### src/rtl/ex_operand_stage.sv
// ID/EX pipeline register with ALU-code decode and EX-stage operand forwarding.
// Captures decoded operands from ID, then selects the final ALU operands each
// cycle by forwarding results from the EX/MEM and MEM/WB stages.
module ex_operand_stage (
  input  logic        clk,
  input  logic        rst_n,
  input  logic        stall,
  input  logic        flush,
  input  logic        id_valid,
  input  logic [31:0] id_rs_data,
  input  logic [31:0] id_rt_data,
  input  logic [15:0] id_imm,
  input  logic [4:0]  id_rs,
  input  logic [4:0]  id_rt,
  input  logic [4:0]  id_rd,
  input  logic [1:0]  id_aluop_main,
  input  logic [5:0]  id_funct,
  input  logic        id_alusrc,
  input  logic        id_zext,
  input  logic        id_regdst,
  input  logic        id_regwrite,
  input  logic        exm_regwrite,
  input  logic [4:0]  exm_rd,
  input  logic [31:0] exm_result,
  input  logic        mwb_regwrite,
  input  logic [4:0]  mwb_rd,
  input  logic [31:0] mwb_result,
  output logic [31:0] opA,
  output logic [31:0] opB,
  output logic [3:0]  ALUop,
  output logic        ex_valid,
  output logic        ex_regwrite,
  output logic [4:0]  ex_dest,
  output logic [31:0] ex_store_data
);

  typedef struct packed {
    logic        valid;
    logic        regwrite;
    logic [3:0]  aluop;
    logic [4:0]  dest;
    logic [4:0]  rs;
    logic [4:0]  rt;
    logic [31:0] rs_data;
    logic [31:0] rt_data;
    logic [31:0] imm;
    logic        alusrc;
  } stage_t;

  stage_t      stage_q, stage_d;
  logic [31:0] rs_fwd, rt_fwd;

  // Main-decoder class plus funct field to the 4-bit ALU operation code.
  function automatic logic [3:0] alu_decode(input logic [1:0] main_op, input logic [5:0] funct);
    logic [3:0] code;
    unique case (main_op)
      2'b00:   code = 4'b0010;
      2'b01:   code = 4'b0110;
      2'b11:   code = 4'b0001;
      default: begin
        case (funct)
          6'b100000: code = 4'b0010;
          6'b100010: code = 4'b0110;
          6'b100100: code = 4'b0000;
          6'b100101: code = 4'b0001;
          6'b101010: code = 4'b0111;
          6'b100111: code = 4'b1100;
          default:   code = 4'b1111;
        endcase
      end
    endcase
    return code;
  endfunction

  // Youngest-first forwarding; register 0 is hard-wired and never forwarded.
  function automatic logic [31:0] forward(input logic [4:0] spec, input logic [31:0] stored,
                                          input logic ex_we, input logic [4:0] ex_rd,
                                          input logic [31:0] ex_res, input logic wb_we,
                                          input logic [4:0] wb_rd, input logic [31:0] wb_res);
    logic [31:0] val;
    if (ex_we && ex_rd != 5'd0 && ex_rd == spec)      val = ex_res;
    else if (wb_we && wb_rd != 5'd0 && wb_rd == spec) val = wb_res;
    else                                              val = stored;
    return val;
  endfunction

  // Next pipeline contents: flush beats stall, stall beats load.
  always_comb begin
    // NOTE: defaulting to the current value first means every path assigns stage_d, so no latch is inferred.
    stage_d = stage_q;
    if (flush) begin
      stage_d.valid    = 1'b0;
      stage_d.regwrite = 1'b0;
    end else if (!stall) begin
      stage_d.valid    = id_valid;
      stage_d.regwrite = id_regwrite;
      stage_d.aluop    = alu_decode(id_aluop_main, id_funct);
      stage_d.dest     = id_regdst ? id_rd : id_rt;
      stage_d.rs       = id_rs;
      stage_d.rt       = id_rt;
      stage_d.rs_data  = id_rs_data;
      stage_d.rt_data  = id_rt_data;
      stage_d.imm      = id_zext ? {16'b0, id_imm} : {{16{id_imm[15]}}, id_imm};
      stage_d.alusrc   = id_alusrc;
    end
  end

  // Pipeline register; reset clears every field without waiting for a clock.
  always_ff @(posedge clk or negedge rst_n) begin
    // NOTE: sequential state uses non-blocking assignments so all flops update together at the edge.
    if (!rst_n) stage_q <= '0;
    else        stage_q <= stage_d;
  end

  // Operand selection tracks forwarding inputs every cycle, including while stalled.
  always_comb begin
    rs_fwd = forward(stage_q.rs, stage_q.rs_data, exm_regwrite, exm_rd, exm_result,
                     mwb_regwrite, mwb_rd, mwb_result);
    rt_fwd = forward(stage_q.rt, stage_q.rt_data, exm_regwrite, exm_rd, exm_result,
                     mwb_regwrite, mwb_rd, mwb_result);
  end

  assign opA           = rs_fwd;
  assign opB           = stage_q.alusrc ? stage_q.imm : rt_fwd;
  assign ex_store_data = rt_fwd;
  assign ex_valid      = stage_q.valid;
  assign ex_regwrite   = stage_q.regwrite & stage_q.valid;
  assign ALUop         = stage_q.valid ? stage_q.aluop : 4'b0000;
  assign ex_dest       = stage_q.dest;

endmodule

### config.mk
export PLATFORM = sky130hd
export DESIGN_NAME = ex_operand_stage
export DESIGN_NICKNAME = d
export VERILOG_FILES = /design/src/rtl/ex_operand_stage.sv
export SDC_FILE = /design/constraint.sdc
export NUM_CORES = 1
export LEC_CHECK = 0
export CAP_MARGIN = 20
export CORE_ASPECT_RATIO = 0.5
export CORE_UTILIZATION = 39
export CTS_CLUSTER_DIAMETER = 120
export DETAILED_ROUTE_END_ITERATION = 8
export PLACE_DENSITY = 0.77
export SLEW_MARGIN = 5
export SYNTH_ARGS = -nofsm -noshare
export SYNTH_HDL_FRONTEND = slang
export SYNTH_SLANG_ARGS = --single-unit
### constraint.sdc
create_clock -name clk -period 3.4 [get_ports clk]
set_clock_uncertainty 0.2 [all_clocks]
set_input_delay 0.85 -clock clk [delete_from_list [all_inputs] [get_ports clk]]
set_output_delay 0.85 -clock clk [all_outputs]
set_load 0.02 [all_outputs]
Yosys cells after proc, flatten, opt, wreduce, memory -nomap -nowiden. Index checks and enable logic that the tools add are counted.

Register bits after elaboration: 118. Latch bits: 0. Bits in writable memories: 0. Memory bits (read-only): 0. Bits of input ports: 188. Output and inout bits: 107. Logic and storage cells: 48. Memories: 0.

Add/sub/neg operators: 0. Multipliers: 0. Div/mod/pow operators: 0. Magnitude comparators: 0. Eq/ne operators: 13. Shift operators: 0. Mux-type cells: 12. Bitwise gates (word level): 3. Reductions and logical operators: 10.

Operator list (count): $mux 32 (6); $mux 118 (1); $eq 6x6->1 const B (6); $pmux 4 s6 (1); $eq 5x5->1 (4); $pmux 4 s3 (1); $reduce_bool 5->1 (2); $logic_and 1x1->1 (6); $mux 5 (1); $mux 4 (1); $eq 2x1->1 const B (1); $eq 2x2->1 const B (1); $logic_not 2->1 (1); $mux 2 (1); $ne 2x1->1 const B (1); $not 1->1 (2); $reduce_and 2->1 (1); $and 1x1->1 (1).

Depth between registers and ports, before layout.
Word-level depth: 6. Mapped depth: 7. Gate-level depth less buffers: 5.

Worst setup path after synthesis. Ideal clock, no wire load.

Path kind: input -> output. From: input port mwb_rd[1]. To: output port opB[10]. Data arrival time: 2665 ps. Data required time: 2350 ps. Path slack: -315 ps. Cell stages on the path: 6. Path buffers: 1. Path through: or4_1 -> o211a_1 -> buf_2 -> a21boi_0 -> a211oi_2 -> o31ai_1.

Cells in the longest elaborated chain, start to end: 6. Elaborated cells on any way between the ends: 7. Classes of those cells: eq/ne: 1; mux: 3; reduce/logical: 3.

RTL lines: from (decl) (line 26) `input logic [4:0] mwb_rd,`; $reduce_bool 5->1 (line 82) `else if (wb_we && wb_rd != 5'd0 && wb_rd == spec) val = wb_res;`; $logic_and 1x1->1 (line 82); $logic_and 1x1->1 * (line 82); $mux 32 * (line 82); $mux 32 * (line 81) `if (ex_we && ex_rd != 5'd0 && ex_rd == spec) val = ex_res;`; $mux 32 * (line 124) `assign opB = stage_q.alusrc ? stage_q.imm : rt_fwd;`; to (decl) (line 29) `output logic [31:0] opB,`.

Mark *: on every way between the ends. The rest lies on a longest branch, timed or not.

Final worst setup path.
From: input port mwb_rd[2]. To: output port opB[31].

Same word-level chain as after synthesis.

==> summary.txt <==
Final layout
  • Total Nets Final: 1346
  • Multi-input gate area in the final layout: 4650 µm²
  • Post-route non-filler standard cell count: 1366
  • Number of fillers in the final layout: 916
  • Highest-count cells in the layout ignoring fill and taps: nand2_1 (302), clkdlybuf4s50_1 (185), dfrtp_1 (102), buf_6 (98), buf_4 (85)
  • Number of diodes: 0
  • Area of all placed cells without fillers: approximately 12000 µm²
  • Leading cell type in the layout, fill and taps excluded: nand2_1
  • Total area of sequential cells: 2580 µm²
  • Share of cells above drive strength 1: a little under two fifths
  • Area growth from synthesis to layout: 95.1%

Floorplan
  • Chip width: 181 µm
  • Top Ports: 295
  • Die boundary height: 91.6 µm
  • Area of the die: 16600 µm²
  • Core area: about 16000 µm²
  • Std-Cell Rows: 32
  • Starting density of the core: 40.3%

Worst setup path
  • Arrival time reported for the critical path endpoint: 2.89 ns
  • WP buf/inv: 4
  • Family with the most delay on the worst path: compound AO/OA/AOI/OAI gates
  • Element type at the critical path start: input port
  • Critical Path End Type: output pin
  • Crit path kind: input port to output pin
  • Slowest stage cell, crit path: or4_4
  • Required time of the critical path: ~2.4 ns
  • Critical Path Most Common Cell: buf_4
  • Ordered cell list for the critical path: buf_6 -> or4_4 -> o211a_4 -> buf_12 -> a21boi_4 -> a211oi_4 -> buf_4 -> o31ai_2 -> buf_4
  • Peak per-stage delay on the critical path: approximately 0.57 ns
  • Maximum fanout encountered on the critical timing path: 28

Placement
  • Placement-stage worst setup slack: -1.19 ns
  • Buffers added on ports: 294
  • Routability-driven placement congestion ratio: 0.865
  • Placed Instance Area: 10700 µm²
  • Post-Place Cells: 1295
  • Sum of net half-perimeters after detailed placement: 17100 µm

Route
  • Post-Route WL: ~29000 µm
  • # DRC: 0
  • Total via count in the routed design: ~7500
  • Initial drt markers: 579
  • Final routed wire length divided by cell count: 21.2 µm
  • Number of nets with antenna violations after detailed routing: 0
  • Average vias per placed instance: 5.48
  • Router iterations before antenna repair: 5

Clock tree
  • H-tree depth: 3
  • CTS sink cnt: 103
  • CTS tree: built
  • CTS buffer count: 9
  • Clock buffer depth: 2
  • CTS root buffer: clkbuf_16
  • Post-CTS clock slew at the launch and capture registers of the worst setup and hold paths: approximately 0.080 ns
  • Post-CTS Hold Buffers: 0
  • Insertion delay to the later sink of the worst-skew pair: 0.35 ns

Worst hold path
  • Worst Hold Class: input port to async pin

GRT
  • Number of global-route vias before repair: 7510
  • Largest net degree at the start of global routing: 49
  • Gr usage total: 32.5%
  • Number of antenna violations at the first check in global routing: 0
  • Global-route wire length before repair: 41100 µm
  • Total gr overflow: 0

Synth
  • Proportion of netlist area held by the largest area contributor: between 40% and 50%
  • Most area-hungry cell type in the Yosys netlist: dfrtp_1
  • Number of enable flip-flop cells after synthesis: 0
  • Yosys Warn Count: 0
  • Proportion of synthesized flip-flops having asynchronous set or reset: 100%
  • Syn Std Cell Area: 6260 µm²
  • Number of instances in the synthesized netlist: 799
  • Number of storage elements in the synthesis netlist: ~100
  • Distinct cells, synth: 35
  • Top FF cell, synth: dfrtp_1
  • Share of synthesized area occupied by flip-flops and latches: 41.2%
  • Syn nets: ~1000
  • Dominant cells by area after synthesis: dfrtp_1 (41%), nand2_1 (18%), mux2i_1 (6.4%)
  • Synthesized area divided by synthesized cell count: around 7.8 µm²

STA
  • Min Clock Period, post-route: 3.94 ns
  • Final count of hold timing violations: 0
  • Share of the clock period used by the worst path: 116%
  • Least setup slack across all paths after layout: -0.543 ns
  • Worst Max-Slew Pin Slew: 0.538 ns
  • Fmax: 254 MHz
  • Worst hold margin: 0.258 ns
  • Unrepaired setup endpoints after global routing: yes
  • Slew HR: 64.0%
  • Max-slew violation count: 0
  • Final-report setup violation count: 96

Power
  • Power per Cell Area: around 390 nW/µm²
  • Max rail drop VDD: between 0.0002 and 0.0003 V
  • Standby leakage power: 5.42 nW

Run
  • Max Cap Violations: 0

Run status
  • Result of the run: finished, violations left
  • Violated checks: setup timing
## report_power, final
part           switching, mW  internal [mW]
clock network          0.489          0.518
logic                   1.10           1.11
registers              0.124           1.38
total                   1.72           3.00
## path summary, 6_finish.rpt
| check | startpoint | to | slack [ns] | depth (start not counted) |
|---|---|---|---|---|
| min | rst_n | stage_q[45] | 0.26 | 1 |
| max | mwb_rd[2] | opB[31] | -0.54 | 9 |
| max reg2reg | stage_q[0] | stage_q[0] | 1.99 | 3 |
| min reg2reg | stage_q[34] | stage_q[34] | 0.27 | 2 |
| min in group clk | stage_q[34] | stage_q[34] | 0.27 | 2 |
| max in group asynchronous | rst_n | stage_q[0] | 2.02 | 2 |
## cells by family (layout without fill, tap and decap cells)
kind of cell           Yosys count  count (layout)  share of synthesized area, %
flip-flops                     103             103                          41.2
multiplexers                    40              40                          6.39
buffers and inverters           64             427                          4.84
XOR/XNOR                        21              21                          2.94
AND/OR/NAND/NOR                426             426                          26.6
AO/OA/AOI/OAI                  145             145                          18.1
## stage by stage
stage | utilization (%) | TNS, ns | power, mW
floorplan | - | -5.35 | 2.54
global placement | 68.8 | -98.99 | 3.41
detailed placement | 68.8 | -102.17 | 3.45
CTS | 75.2 | -32.31 | 4.53
global route | 78.6 | -41.15 | 4.90
finish | 78.6 | -37.25 | 4.72
## layer usage
| metal | vias up | global-route usage, % | share of wire (%) |
|---|---|---|---|
| met4 | 0 | 14.7 | 4.7 |
| li1 | 3333 | - | - |
| met5 | - | 0 | 0 |
| met1 | 3652 | 41.8 | 40 |
| met2 | 388 | 53.5 | 48 |
| met3 | 119 | 5.86 | 7.6 |
## cells in the mapped netlist, types with 2 or more instances
cell type,n
nand2_1,303
dfrtp_1,103
nor2_1,103
mux2i_1,40
a21oi_1,33
o31ai_1,32
a211oi_2,30
clkbuf_1,30
a21boi_0,25
xnor2_1,16
buf_1,12
buf_2,11
o21ai_0,11
a21boi_1,7
and2_1,5
buf_4,5
xor2_1,5
buf_6,4
or4_1,3
a211oi_1,2
inv_1,2
nand2b_1,2
nand4_1,2
or2_2,2
## what timing repair did
item / 4_1_cts / 5_1_grt
endpoints found under the setup margin: 96 / 96
cloned: 12 / 3
pin swaps: 70 / 74
gates resized for setup: 627 / 101
buffers inserted: 29 / 21
## cell type report
| type | count | share of cell area, % |
|---|---|---|
| multi-input combinational | 632 | 38.1 |
| timing repair buffer | 410 | 36.4 |
| sequential | 103 | 21.1 |
| tap | 204 | 2.09 |
| clock buffer | 11 | 1.99 |
| clock inverter | 4 | 0.246 |
| inverter | 2 | 0.0615 |
## state kept, by name, summed over array words and instances (netlist names)
signal / cells
stage_q: 97
ex_dest: 5
ex_valid: 1
## worst reg2reg max path, delay by kind of cell, from the launching register on
kind	cells	cell delay [ns]
flip-flops	1	0.64
AND/OR/NAND/NOR	2	0.21
buffers and inverters	1	0.30
(Power assumes the default switching activity.)
